==> src/rtl/wb_arb_pkg.sv <==
// Shared constants for the WISHBONE master arbiter: cycle-type/burst-type codes
// and the arbiter state encoding.
package wb_arb_pkg;

  localparam logic [2:0] WBCTI_CLASSIC = 3'b000;
  localparam logic [2:0] WBCTI_CONST   = 3'b001;
  localparam logic [2:0] WBCTI_INCR    = 3'b010;
  localparam logic [2:0] WBCTI_EOB     = 3'b111;

  localparam logic [1:0] WBBTE_LINEAR  = 2'b00;
  localparam logic [1:0] WBBTE_WRAP4   = 2'b01;
  localparam logic [1:0] WBBTE_WRAP8   = 2'b10;
  localparam logic [1:0] WBBTE_WRAP16  = 2'b11;

  localparam logic WBARB_IDLE = 1'b0;
  localparam logic WBARB_OWN  = 1'b1;

  typedef enum logic {
    ST_IDLE = WBARB_IDLE,
    ST_OWN  = WBARB_OWN
  } arb_state_e;

endpackage

==> src/rtl/wb_arb_if.sv <==
// Bus bundle between NM WISHBONE masters, the arbiter and the bridge slave port.
// Signal suffixes are from the arbiter's point of view (modport slave).
interface wb_arb_if #(parameter int NM = 4);

  logic [NM-1:0]    m_cyc_i;
  logic [NM-1:0]    m_stb_i;
  logic [NM-1:0]    m_we_i;
  logic [NM*32-1:0] m_adr_i;
  logic [NM*32-1:0] m_dat_i;
  logic [NM*4-1:0]  m_sel_i;
  logic [NM*3-1:0]  m_cti_i;
  logic [NM*2-1:0]  m_bte_i;
  logic [31:0]      m_dat_o;
  logic [NM-1:0]    m_ack_o;
  logic [NM-1:0]    m_err_o;
  logic [NM-1:0]    m_rty_o;

  logic             s_cyc_o;
  logic             s_stb_o;
  logic             s_we_o;
  logic [31:0]      s_adr_o;
  logic [31:0]      s_dat_o;
  logic [3:0]       s_sel_o;
  logic [2:0]       s_cti_o;
  logic [1:0]       s_bte_o;
  logic [31:0]      s_dat_i;
  logic             s_ack_i;
  logic             s_err_i;
  logic             s_rty_i;

  modport slave (
    input  m_cyc_i, m_stb_i, m_we_i, m_adr_i, m_dat_i, m_sel_i, m_cti_i, m_bte_i,
    output m_dat_o, m_ack_o, m_err_o, m_rty_o,
    output s_cyc_o, s_stb_o, s_we_o, s_adr_o, s_dat_o, s_sel_o, s_cti_o, s_bte_o,
    input  s_dat_i, s_ack_i, s_err_i, s_rty_i
  );

  modport master (
    output m_cyc_i, m_stb_i, m_we_i, m_adr_i, m_dat_i, m_sel_i, m_cti_i, m_bte_i,
    input  m_dat_o, m_ack_o, m_err_o, m_rty_o,
    input  s_cyc_o, s_stb_o, s_we_o, s_adr_o, s_dat_o, s_sel_o, s_cti_o, s_bte_o,
    output s_dat_i, s_ack_i, s_err_i, s_rty_i
  );

endinterface

==> src/rtl/wb_arb_rr.sv <==
// Combinational round-robin picker: first requester strictly after 'last'
// in cyclic order wins; the one at 'last' itself is checked last.
module wb_arb_rr
  import wb_arb_pkg::*;
#(
  parameter int NM = 4,
  parameter int LW = $clog2(NM)
) (
  input  logic [NM-1:0] req,
  input  logic [LW-1:0] last,
  output logic [NM-1:0] win,
  output logic [LW-1:0] win_idx
);

  logic [LW-1:0] idx_s;
  logic          hit_s;
  logic          found_s;

  // Scan NM candidates starting at last+1, keeping only the first hit
  always_comb begin
    win     = {NM{1'b0}};
    win_idx = {LW{1'b0}};
    idx_s   = {LW{1'b0}};
    hit_s   = 1'b0;
    found_s = 1'b0;
    for (int i = 1; i <= NM; i++) begin
      idx_s      = LW'((int'(last) + i) % NM);
      hit_s      = req[idx_s] & ~found_s;
      win[idx_s] = win[idx_s] | hit_s;
      win_idx    = hit_s ? idx_s : win_idx;
      found_s    = found_s | hit_s;
    end
  end

endmodule

==> src/rtl/wb_arb.sv <==
// Round-robin arbiter sharing one WISHBONE bridge port among NM masters; the grant
// is held for a whole cycle. Optional stall watchdog: `define WB_ARB_TIMEOUT_EN.
module wb_arb
  import wb_arb_pkg::*;
#(
  parameter int NM      = 4,
  parameter int TMO_CYC = 255
) (
  input  logic          clk,
  input  logic          rst_n,
  wb_arb_if.slave       bus,
  output logic [NM-1:0] gnt_o
);

  localparam int LW = $clog2(NM);

  arb_state_e    state_r;
  logic [NM-1:0] gnt_r;
  logic [LW-1:0] last_r;
  logic [NM-1:0] req_s;
  logic [NM-1:0] win_s;
  logic [LW-1:0] win_idx_s;
  logic          sel_s;
  logic          cyc_s;
  logic          stb_raw_s;
  logic          we_s;
  logic [31:0]   adr_s;
  logic [31:0]   dat_s;
  logic [3:0]    sel_bits_s;
  logic [2:0]    cti_s;
  logic [1:0]    bte_s;
  logic          tmo_s;

  // The current owner is excluded so that it ranks behind every other requester
  assign req_s = bus.m_cyc_i & ~gnt_r;

  wb_arb_rr #(.NM(NM), .LW(LW)) u_rr (
    .req     (req_s),
    .last    (last_r),
    .win     (win_s),
    .win_idx (win_idx_s)
  );

  // Grant FSM: IDLE picks a winner; OWN holds until the owner's cyc drops
  always_ff @(posedge clk or negedge rst_n) begin
    if (!rst_n) begin
      state_r <= ST_IDLE;
      gnt_r   <= {NM{1'b0}};
      last_r  <= LW'(NM - 1);
    end else begin
      case (state_r)
        ST_IDLE: begin
          if (|req_s) begin
            gnt_r   <= win_s;
            last_r  <= win_idx_s;
            state_r <= ST_OWN;
          end
        end
        ST_OWN: begin
          if (!bus.m_cyc_i[last_r]) begin
            if (|req_s) begin
              gnt_r  <= win_s;
              last_r <= win_idx_s;
            end else begin
              gnt_r   <= {NM{1'b0}};
              state_r <= ST_IDLE;
            end
          end
        end
        default: begin
          gnt_r   <= {NM{1'b0}};
          state_r <= ST_IDLE;
        end
      endcase
    end
  end

  // AND-OR mux of the owner's request fields, qualified by its own cyc
  always_comb begin
    sel_s      = 1'b0;
    cyc_s      = 1'b0;
    stb_raw_s  = 1'b0;
    we_s       = 1'b0;
    adr_s      = 32'h0000_0000;
    dat_s      = 32'h0000_0000;
    sel_bits_s = 4'h0;
    cti_s      = 3'b000;
    bte_s      = 2'b00;
    for (int k = 0; k < NM; k++) begin
      sel_s      = gnt_r[k] & bus.m_cyc_i[k];
      cyc_s      = cyc_s | sel_s;
      stb_raw_s  = stb_raw_s | (sel_s & bus.m_stb_i[k]);
      we_s       = we_s | (sel_s & bus.m_we_i[k]);
      adr_s      = adr_s | ({32{sel_s}} & bus.m_adr_i[32*k +: 32]);
      dat_s      = dat_s | ({32{sel_s}} & bus.m_dat_i[32*k +: 32]);
      sel_bits_s = sel_bits_s | ({4{sel_s}} & bus.m_sel_i[4*k +: 4]);
      cti_s      = cti_s | ({3{sel_s}} & bus.m_cti_i[3*k +: 3]);
      bte_s      = bte_s | ({2{sel_s}} & bus.m_bte_i[2*k +: 2]);
    end
  end

`ifdef WB_ARB_TIMEOUT_EN
  localparam int TW = (TMO_CYC > 255) ? $clog2(TMO_CYC + 1) : 8;

  logic [TW-1:0] tmo_cnt_r;
  logic          resp_s;

  assign resp_s = bus.s_ack_i | bus.s_err_i | bus.s_rty_i;
  // Fires during the TMO_CYC-th consecutive stalled strobe cycle
  assign tmo_s  = stb_raw_s & ~resp_s & (tmo_cnt_r == TW'(TMO_CYC - 1));

  // Stall counter: cleared by any response, an idle strobe, or its own expiry
  always_ff @(posedge clk or negedge rst_n) begin
    if (!rst_n) begin
      tmo_cnt_r <= {TW{1'b0}};
    end else if (!stb_raw_s || resp_s || tmo_s) begin
      tmo_cnt_r <= {TW{1'b0}};
    end else begin
      tmo_cnt_r <= tmo_cnt_r + TW'(1);
    end
  end
`else
  assign tmo_s = (TMO_CYC < 32'sd0) ? 1'b1 : 1'b0;
`endif

  assign bus.s_cyc_o = cyc_s;
  assign bus.s_stb_o = stb_raw_s & ~tmo_s;
  assign bus.s_we_o  = we_s;
  assign bus.s_adr_o = adr_s;
  assign bus.s_dat_o = dat_s;
  assign bus.s_sel_o = sel_bits_s;
  assign bus.s_cti_o = cti_s;
  assign bus.s_bte_o = bte_s;

  assign bus.m_dat_o = bus.s_dat_i;
  assign bus.m_ack_o = gnt_r & {NM{bus.s_ack_i}};
  assign bus.m_err_o = gnt_r & {NM{bus.s_err_i | tmo_s}};
  assign bus.m_rty_o = gnt_r & {NM{bus.s_rty_i}};

  assign gnt_o = gnt_r;

endmodule

==> src/flat_wrapper.sv <==
// flat-port wrapper written by rule: the top's interface ports become plain ports
module wb_arb_flat import wb_arb_pkg::*;
#(
  parameter int NM      = 4,
  parameter int TMO_CYC = 255
)
  (clk, rst_n, gnt_o, bus_m_cyc_i, bus_m_stb_i, bus_m_we_i, bus_m_adr_i, bus_m_dat_i, bus_m_sel_i, bus_m_cti_i, bus_m_bte_i, bus_m_dat_o, bus_m_ack_o, bus_m_err_o, bus_m_rty_o, bus_s_cyc_o, bus_s_stb_o, bus_s_we_o, bus_s_adr_o, bus_s_dat_o, bus_s_sel_o, bus_s_cti_o, bus_s_bte_o, bus_s_dat_i, bus_s_ack_i, bus_s_err_i, bus_s_rty_i);
  wb_arb_if #(.NM(NM)) bus_i ();
  input  logic clk;
  input  logic rst_n;
  output logic [NM-1:0] gnt_o;
  input wire logic [$bits(bus_i.m_cyc_i)-1:0] bus_m_cyc_i;
  input wire logic [$bits(bus_i.m_stb_i)-1:0] bus_m_stb_i;
  input wire logic [$bits(bus_i.m_we_i)-1:0] bus_m_we_i;
  input wire logic [$bits(bus_i.m_adr_i)-1:0] bus_m_adr_i;
  input wire logic [$bits(bus_i.m_dat_i)-1:0] bus_m_dat_i;
  input wire logic [$bits(bus_i.m_sel_i)-1:0] bus_m_sel_i;
  input wire logic [$bits(bus_i.m_cti_i)-1:0] bus_m_cti_i;
  input wire logic [$bits(bus_i.m_bte_i)-1:0] bus_m_bte_i;
  output wire logic [$bits(bus_i.m_dat_o)-1:0] bus_m_dat_o;
  output wire logic [$bits(bus_i.m_ack_o)-1:0] bus_m_ack_o;
  output wire logic [$bits(bus_i.m_err_o)-1:0] bus_m_err_o;
  output wire logic [$bits(bus_i.m_rty_o)-1:0] bus_m_rty_o;
  output wire logic [$bits(bus_i.s_cyc_o)-1:0] bus_s_cyc_o;
  output wire logic [$bits(bus_i.s_stb_o)-1:0] bus_s_stb_o;
  output wire logic [$bits(bus_i.s_we_o)-1:0] bus_s_we_o;
  output wire logic [$bits(bus_i.s_adr_o)-1:0] bus_s_adr_o;
  output wire logic [$bits(bus_i.s_dat_o)-1:0] bus_s_dat_o;
  output wire logic [$bits(bus_i.s_sel_o)-1:0] bus_s_sel_o;
  output wire logic [$bits(bus_i.s_cti_o)-1:0] bus_s_cti_o;
  output wire logic [$bits(bus_i.s_bte_o)-1:0] bus_s_bte_o;
  input wire logic [$bits(bus_i.s_dat_i)-1:0] bus_s_dat_i;
  input wire logic [$bits(bus_i.s_ack_i)-1:0] bus_s_ack_i;
  input wire logic [$bits(bus_i.s_err_i)-1:0] bus_s_err_i;
  input wire logic [$bits(bus_i.s_rty_i)-1:0] bus_s_rty_i;
  assign bus_i.m_cyc_i = bus_m_cyc_i;
  assign bus_i.m_stb_i = bus_m_stb_i;
  assign bus_i.m_we_i = bus_m_we_i;
  assign bus_i.m_adr_i = bus_m_adr_i;
  assign bus_i.m_dat_i = bus_m_dat_i;
  assign bus_i.m_sel_i = bus_m_sel_i;
  assign bus_i.m_cti_i = bus_m_cti_i;
  assign bus_i.m_bte_i = bus_m_bte_i;
  assign bus_m_dat_o = bus_i.m_dat_o;
  assign bus_m_ack_o = bus_i.m_ack_o;
  assign bus_m_err_o = bus_i.m_err_o;
  assign bus_m_rty_o = bus_i.m_rty_o;
  assign bus_s_cyc_o = bus_i.s_cyc_o;
  assign bus_s_stb_o = bus_i.s_stb_o;
  assign bus_s_we_o = bus_i.s_we_o;
  assign bus_s_adr_o = bus_i.s_adr_o;
  assign bus_s_dat_o = bus_i.s_dat_o;
  assign bus_s_sel_o = bus_i.s_sel_o;
  assign bus_s_cti_o = bus_i.s_cti_o;
  assign bus_s_bte_o = bus_i.s_bte_o;
  assign bus_i.s_dat_i = bus_s_dat_i;
  assign bus_i.s_ack_i = bus_s_ack_i;
  assign bus_i.s_err_i = bus_s_err_i;
  assign bus_i.s_rty_i = bus_s_rty_i;
  wb_arb #(.NM(NM), .TMO_CYC(TMO_CYC)) u_core (.clk(clk), .rst_n(rst_n), .bus(bus_i), .gnt_o(gnt_o));
endmodule
==> config.mk <==
export PLATFORM = sky130hd
export DESIGN_NAME = wb_arb_flat
export DESIGN_NICKNAME = d
export VERILOG_FILES = /design/src/rtl/wb_arb_pkg.sv /design/src/rtl/wb_arb_if.sv /design/src/rtl/wb_arb_rr.sv /design/src/rtl/wb_arb.sv /design/src/flat_wrapper.sv
export SDC_FILE = /design/constraint.sdc
export NUM_CORES = 1
export LEC_CHECK = 0
export CORE_AREA = 2 2 181 183
export DETAILED_ROUTE_END_ITERATION = 6
export DIE_AREA = 0 0 183 185
export GPL_ROUTABILITY_DRIVEN = 1
export GPL_TIMING_DRIVEN = 1
export SETUP_SLACK_MARGIN = 0.3
export SYNTH_ARGS = -nofsm -noshare
export SYNTH_HDL_FRONTEND = slang
export SYNTH_SLANG_ARGS = --single-unit
export TNS_END_PERCENT = 100
==> constraint.sdc <==
create_clock -name clk -period 3.5 [get_ports clk]
set_input_delay 0.35 -clock clk [delete_from_list [all_inputs] [get_ports clk]]
set_output_delay 0.35 -clock clk [all_outputs]
set_load 0.005 [all_outputs]
Word level (Yosys, flattened, before mapping)
Cells that the tools add are included.
Word-level totals
  output and inout port bits: 124
  logic and storage cells: 142
  input bits: 341
  flip-flop bits (word level): 7
Cells by class
  bitwise gates (word level): 75
  mux-type cells: 43
  $lt $le $gt $ge: 9
  add/sub/neg operators: 4
  reduce and logical (&&, ||, !) cells: 6
  eq/ne operators: 2
Operators with widths (number)
  $and A32 B32 Y32: 8
  $or A32 B32 Y32: 6
  $and A4 B4 Y4: 9
  $bmux W1 S2: 9
  $and A1 B1 Y1: 15
  $lt A2 B3 Y1 const B: 5
  $mux W1: 15
  $or A1 B1 Y1: 15
  $and A3 B3 Y3: 4
  $bwmux W4: 3
  $mux W2: 6
  $mux W4: 3
  $or A4 B4 Y4: 3
  $or A3 B3 Y3: 3
  $and A2 B2 Y2: 4
  $demux W1 S2: 4
  $ge A2 B1 Y1 const B: 4
  $pmux W4 S2: 1
  $or A2 B2 Y2: 3
  $add A2 B1 Y2 const B: 2
  $add A2 B2 Y2 const B: 2
  $logic_and A1 B1 Y1: 4
  $not A1 Y1: 4
  $not A4 Y4: 1
  6 further kinds: 6

Longest topological paths before layout
Gate-level depths: netlist of the first run.
  word-level depth: 21
  mapped depth: 10
  depth with buffers taken out: 9

Cells and area by module
A second synthesis of the first run with hierarchy kept.
Second synthesis, totals
  cell total of the unflattened synthesis: 437
  area, all modules: 3025.4 sq um
Modules (own cells, without submodules)
  wb_arb: area each 2267.2 sq um, sequential area each 177.7 sq um, instances 1, cells each 337
  wb_arb_rr: area each 758.2 sq um, sequential area each 0.0 sq um, instances 1, cells each 100

Worst setup path before layout of the first run
No wires, ideal clock.
  kind: flip-flop to flip-flop
  start: register u_core.last_r[0]
  end: register u_core.gnt_r[0], in the netlist u_core.gnt_o[0]
  library setup time: 131 ps
  data required time: 3369 ps
  buffers on the path: 1
  cell stages (with the launch flop): 10
  setup slack: 631 ps
  period minus slack after synthesis: 2869 ps
  arrival: 2738 ps
  cell sequence: dfstp_2 > inv_1 > ha_1 > buf_1 > mux4_2 > mux2_4 > a2111oi_2 > a21oi_1 > o221ai_2 > o221ai_2
Between the ends
  longest elaborated chain between the ends: 21
  elaborated cells between the ends (all ways): 64
  classes of those cells: 4 x add/sub; 8 x order compare; 1 x eq/ne; 33 x mux; 13 x bitwise; 5 x reduce/logical
RTL lines
  from (decl): line wb_arb.sv:19  | logic [LW-1:0] last_r;
  from (signal assigned): line wb_arb.sv:49  | last_r <= LW'(NM - 1);
  from (signal assigned): line wb_arb.sv:55  | last_r <= win_idx_s;
  from (signal assigned): line wb_arb.sv:63  | last_r <= win_idx_s;
  $add A2 B1 Y2: line wb_arb_rr.sv:27  | idx_s = LW'((int'(last) + i) % NM);
  $lt A2 B3 Y1 (implied by the code) / $ge A2 B1 Y1 (equally long branches): line wb_arb_rr.sv:29  | win[idx_s] = win[idx_s] | hit_s;
  $logic_and A1 B1 Y1 (implied by the code): line wb_arb_rr.sv:29
  $mux W1 (implied by the code): line wb_arb_rr.sv:29
  $demux W1 S2: line wb_arb_rr.sv:29
  $and A4 B4 Y4 (no source line)
  $bmux W1 S2: line wb_arb_rr.sv:29
  $mux W1 (implied by the code): line wb_arb_rr.sv:29
  [... 5 more ...]
  $bwmux W4: line wb_arb_rr.sv:29
  $bmux W1 S2: line wb_arb_rr.sv:29
  $mux W1 (implied by the code): line wb_arb_rr.sv:29
  $or A1 B1 Y1: line wb_arb_rr.sv:29
  $bwmux W4: line wb_arb_rr.sv:29
  $mux W4: line wb_arb.sv:61  | if (|req_s) begin
  $mux W4: line wb_arb.sv:60  | if (!bus.m_cyc_i[last_r]) begin
  $pmux W4 S2: line wb_arb.sv:51  | case (state_r)
  to (signal assigned): line wb_arb.sv:54  | gnt_r <= win_s;
  to (signal assigned): line wb_arb.sv:62  | gnt_r <= win_s;
  to (signal assigned): line wb_arb.sv:65  | gnt_r <= {NM{1'b0}};
  to (decl): line wb_arb.sv:18  | logic [NM-1:0] gnt_r;
Parallel ways exist; a longest one is shown, timed or not. The select of a mux whose other input is x is not followed.
A chain may end at the register's enable or synchronous reset.

Worst setup path after layout of the first run
  start: register u_core.last_r[1]
  end: register u_core.gnt_r[3], in the netlist u_core.gnt_o[3]
The elaborated chain is that of the path after synthesis.

==> flow_summary.ini, run 1 <==
[synth]
synth_area_leader_cell = a22oi_1
synthDominantCellAreaShare = 0.404
synth_warnings = 0
yosysSeqAreaShare = 0.0629
ys_async_sr_fraction = 1.00
synth_edf_count = 0
synth_common_cells = a22oi_1 (152), nand2_1 (84), buf_4 (32)
syn-num-nets = 764
yosys-top-cells-area = a22oi_1 (40%), nand2_1 (11%), buf_4 (8.5%)
syn_inst = 419
syn_avg_cell_area_um2 = 6.74
synth_top_flop_cell = dfrtp_1
netlist_area_mm2 = 0.00283
yosysMostFrequentCell = a22oi_1
synth_cell_types = 42
ys_ff_latch = 7

[global_routing]
grt_pass1_vias = 4462
met1_usage = 0.120
grt_util_met3 = 0.0161
antenna_found_initial = 0
grtUsageTotal = 0.0933
top_usage_layer = met2
grtUsageMet2 = 0.162
grt_overflow_total = 0
grt_max_degree = 40
grt_pass1_wl_um = 25000

[cts]
cts_setup_buffers = 0
htreeDepth = 1
cts_buffers = 3
post_cts_resized = 0
path_clk_slew_ns = 0.04
cts_root_buffer = clkbuf_16
tritoncts = done
clockBufferDepth = 2
hold_buffers = 0
worst_skew_pair.late_latency_ns = 0.23
numClockSinks = 7

[drt]
routed_via_density = 4.11
drt_iter0_drc = 334
drc = 0
wirelength_um = 18400
dr.pass1.iters = 5
ant_nets = 0
num_vias = 4816
avgRoutedWirePerCell_um = 15.7

[setup_path]
cp_data_arrival_time_ns = 3.10
start_kind = flop
cp-end-kind = flop
cp_slowest_cell = dfstp_2
critPathKind = reg -> reg
cp.required_ns = 3.61
cp_max_fo = 9
max_stage_delay_ns = 0.62
worstPathCellList = inv_1, ha_1, mux4_2, mux2_4, a221oi_1, a221oi_1, o221ai_2, o221ai_2

[sta]
final_hold_viol_count = 0
setup_ws_ns = 0.503
rsz0062_at_grt = false
drv_slew = 0
finClkSkew_ns = 0.00171
setup_tns_ns = 0
period_minus_slack_ns = 3.00
slew_headroom = 0.629
tightest_slew_ns = 0.555
setup_viol = 0
fmax_ghz = 0.334
period_share = 0.856

[die]
die_w_um = 183
dieArea_mm2 = 0.0339
core_mm2 = 0.0320
io_pins = 465
num_rows = 66
start_util = 0.0882
die_y_um = 185

[place]
placed_area_mm2 = 0.00707
numPortBuffers = 400
dpl.cell_count = 1167
hpwlAfterDp_um = 15100
place_congestion = 0.838
dp_slack_ns = 0.434

[layout]
antenna_cells = 0
fin_nets = 1109
finalInstanceArea_mm2 = 0.00715
final_cells = 1171
post_route_cells_drive_above_1_share = 0.0393
area_delta_synth_final_pct = 153

[power_and_ir_drop]
peakVddDrop_mv = 0.216
total_power_mw = 3.26
p_per_area_mw_per_mm2 = 456
p_leak_nw = 2.64

[flow_run]
maxCapViolations = 0

[outcome]
status = finished clean

[worst_hold_path]
hold_class = in -> async
[layer usage]
layer,vias to the layer above,share of wire
li1,2286,-
met1,2216,0.40
met2,289,0.49
met3,25,0.088
met4,0,0.018
met5,-,0
[critical path: cells and delay by family (launching register included)]
| family | cells | cell delay [ns] |
|---|---|---|
| AOI/OAI and AO/OA | 4 | 0.90 |
| adders and majority gates | 1 | 0.34 |
| DFF | 1 | 0.62 |
| muxes | 2 | 0.83 |
| buffers and inverters | 1 | 0.18 |
[final cells by class]
class | count | area (um^2)
Clock buffer | 4 | 78.8
Sequential cell | 7 | 178
Multi-Input combinational cell | 335 | 2240
Tap cell | 408 | 510
Fill cell | 3525 | 24900
Inverter | 6 | 22.5
Timing Repair Buffer | 411 | 4120
[registers in the layout (all words and copies together) (netlist names)]
name	flops
u_core.last_r	2
u_core.gnt_o	4
u_core.state_r	1
[worst paths after layout]
check | startpoint | endpoint | slack [ns] | cells past startpoint
worst min register to register | u_core.state_r | u_core.state_r | 0.52 | 2
worst max register to register | u_core.last_r[1] | u_core.gnt_o[3] | 0.50 | 8
max in group asynchronous | rst_n | u_core.last_r[1] | 2.83 | 1
worst max-delay path | u_core.last_r[1] | u_core.gnt_o[3] | 0.50 | 8
min in group clk | u_core.state_r | u_core.state_r | 0.52 | 2
worst min-delay path | rst_n | u_core.gnt_o[3] | 0.38 | 1
[cells in the final DEF (no fill, tap or decap), drive strengths merged, types with 2 or more instances in the layout]
cell type      instances
nand2b                 5
nor4                   3
o21ai                  7
o21a                   2
dfstp                  2
a22oi                152
dfrtp                  5
ha                     4
nand3                  3
mux4                   5
a221oi                 4
clkdlybuf4s50        400
nor3                   9
nand2                 84
nor2b                  5
and2                  16
clkbuf                 4
o211ai                 3
inv                    6
buf                   11
nor2                   5
a21oi                  4
a211o                  3
a211oi                 4
o221ai                 4
[report_power, final]
part	total (mW)	switching (mW)	internal, mW
Clock	0.194	0.0428	0.151
Combinational	2.87	1.31	1.57
Sequential	0.193	0.0657	0.127
Total	3.26	1.42	1.84
[through the flow]
stage	hold WS [ns]	utilization
after CTS	0.381	0.223
after global placement	0.498	0.221
after global routing	0.415	0.223
final	0.378	0.223
after detailed placement	0.506	0.221
after floorplan	0.0544	-
[cell families (layout without fill, tap and decap cells)]
logic type,Yosys count,in the layout,share of synthesized area
adder cells (fa/ha/maj),4,4,0.0177
AND/OR/NAND/NOR,135,135,0.217
flip-flops,7,7,0.0629
XOR/XNOR,1,1,0.00310
AO/OA/AOI/OAI,188,188,0.503
multiplexers,7,7,0.0487
buffers and inverters,77,421,0.148
Power figures use the tool's default switching activity.
==> inputs of run 2 (changes only) <==
CORE_AREA = 2 2 183 185   (was 2 2 181 183)
DIE_AREA = 0 0 185 187   (was 0 0 183 185)
clock period = 3.8 ns   (was 3.5 ns; I/O delays follow)
==> run 2 against run 1 <==
Sequential cell count unchanged. Worst setup slack better by 0.25 ns. Critical path depth did not move. Cell area rose by 1.2%. Critical endpoint is now u_core.gnt_o[1]. Sequential share of layout area about the same. Combinational power down 7.3%. Global-route usage up 0.89 points. Clock skew shrank 0.0013 ns. Largest power group unchanged.
==> flow_summary.ini, run 2 (synthesis results as in run 1) <==
[power_and_ir_drop]
p_sw_frac = 0.437
p_leak_nw = 2.66
power.switching_mw = 1.32
seq_power_share = 0.061
power.share.clock = 0.059
power_frac_comb = 0.880
internal_power_mw = 1.70
p_per_area_mw_per_mm2 = 418
peakVddDrop_mv = 0.188

[setup_path]
rrSetupSlack_ns = 0.75
critPathKind = reg -> reg
cp_max_fo = 9
cp-end-kind = flop
cp.required_ns = 3.90
start_kind = flop
cp_data_arrival_time_ns = 3.15

[die]
io_pins = 465
die_y_um = 187
start_util = 0.0860
dieArea_mm2 = 0.0346
die_w_um = 185
num_rows = 67
core_mm2 = 0.0329

[sta]
setup_tns_ns = 0
setup_viol = 0
fin_hold_ws_ns = 0.414
period_minus_slack_ns = 3.05
fmax_ghz = 0.328
drv_slew = 0
final_hold_viol_count = 0
period_share = 0.802
rsz0062_at_grt = false
tightest_slew_ns = 0.680
finClkSkew_ns = 0.000417
slew_headroom = 0.546

[layout]
largest_register_ffs = 4
fin_nets = 1112
antenna_cells = 0
fill_cells = 3640
post_route_cells_drive_above_1_share = 0.0431
final_cell_mix = clkdlybuf4s50_1 (400), a22oi_1 (152), nand2_1 (84), and2_1 (12), buf_4 (10)
mostFrequentLayoutCell = clkdlybuf4s50_1
fin_util = 0.220
area_delta_synth_final_pct = 156
multiInputGateArea_mm2 = 0.00224
regArea_um2 = 178

[place]
hpwlAfterDp_um = 16300
numPortBuffers = 400
place_congestion = 0.819

[global_routing]
grt_pass1_wl_um = 27400
antenna_found_initial = 0
grt_pass1_vias = 4716
grt_max_degree = 46
grtUsageTotal = 0.102
grt_overflow_total = 0

[outcome]
status = finished clean

[drt]
drc = 0
num_vias = 4826
dr.pass1.iters = 5
ant_nets = 0
avgRoutedWirePerCell_um = 16.2
routed_via_density = 3.98
wirelength_um = 19700
drt_iter0_drc = 288

[cts]
clockBufferDepth = 2
cts_setup_buffers = 0
cts_root_buffer = clkbuf_16
post_cts_resized = 0
tritoncts = done
numClockSinks = 7
hold_buffers = 0
cts_buffers = 3
htreeDepth = 1
path_clk_slew_ns = 0.03
worst_skew_pair.late_latency_ns = 0.23

[flow_run]
maxCapViolations = 0

[worst_hold_path]
hold_class = in -> async
[run 2: cell count changes in the layout (fill, tap and decap cells not counted), sizes merged]
cell  previous run  this run
buf             11        14
[run 2: per-stage QoR]
stage                     cell area (um^2)  worst slack [ns]  std cells  total power, mW
after global routing                  7240             0.597       1214             3.26
after CTS                             7240             0.789       1214             3.04
after global placement                7160             0.695       1210             2.84
after detailed placement              7160             0.679       1210             2.84
final                                 7240             0.753       1214             3.02
after floorplan                       2830             0.931        419             1.45
[run 2: layout make-up]
| type | count | share of cell area |
|---|---|---|
| Tap cell | 448 | 0.0775 |
| Multi-Input combinational cell | 335 | 0.309 |
| Clock buffer | 4 | 0.0109 |
| Inverter | 6 | 0.00311 |
| Sequential cell | 7 | 0.0246 |
| Timing Repair Buffer | 414 | 0.575 |
[run 2: power groups by stage]
stage	logic (mW)	registers (mW)	clock network [mW]
floorplan	1.29	0.159	0
global placement	2.66	0.186	0
detailed placement	2.65	0.187	0
CTS	2.67	0.186	0.180
global route	2.88	0.195	0.185
finish	2.66	0.185	0.177
[run 2: worst paths after layout]
check	to	from	depth (start not counted)
max	u_core.gnt_o[1]	u_core.last_r[1]	8
max reg2reg	u_core.gnt_o[1]	u_core.last_r[1]	8
max in group asynchronous	u_core.last_r[1]	rst_n	1
min reg2reg	u_core.state_r	u_core.state_r	2
min	u_core.gnt_o[2]	rst_n	1
min in group clk	u_core.state_r	u_core.state_r	2
[run 2: per-layer routing]
layer  wire length (um)  global-route usage  up-vias
met2               9370               0.180      313
met1               7980               0.130     2183
li1                   -                   -     2296
met4                432              0.0259        0
met5                  0                   0        -
met3               1910              0.0146       34
[run 2: worst max-delay path, cell delays in order, from the launching register on]
cell and delay [ns]:
dfstp_2 0.62, inv_1 0.17, ha_1 0.47, mux4_2 0.40, mux2_4 0.37, a221oi_1 0.28
nor2_1 0.15, o221ai_2 0.31, o211ai_1 0.12
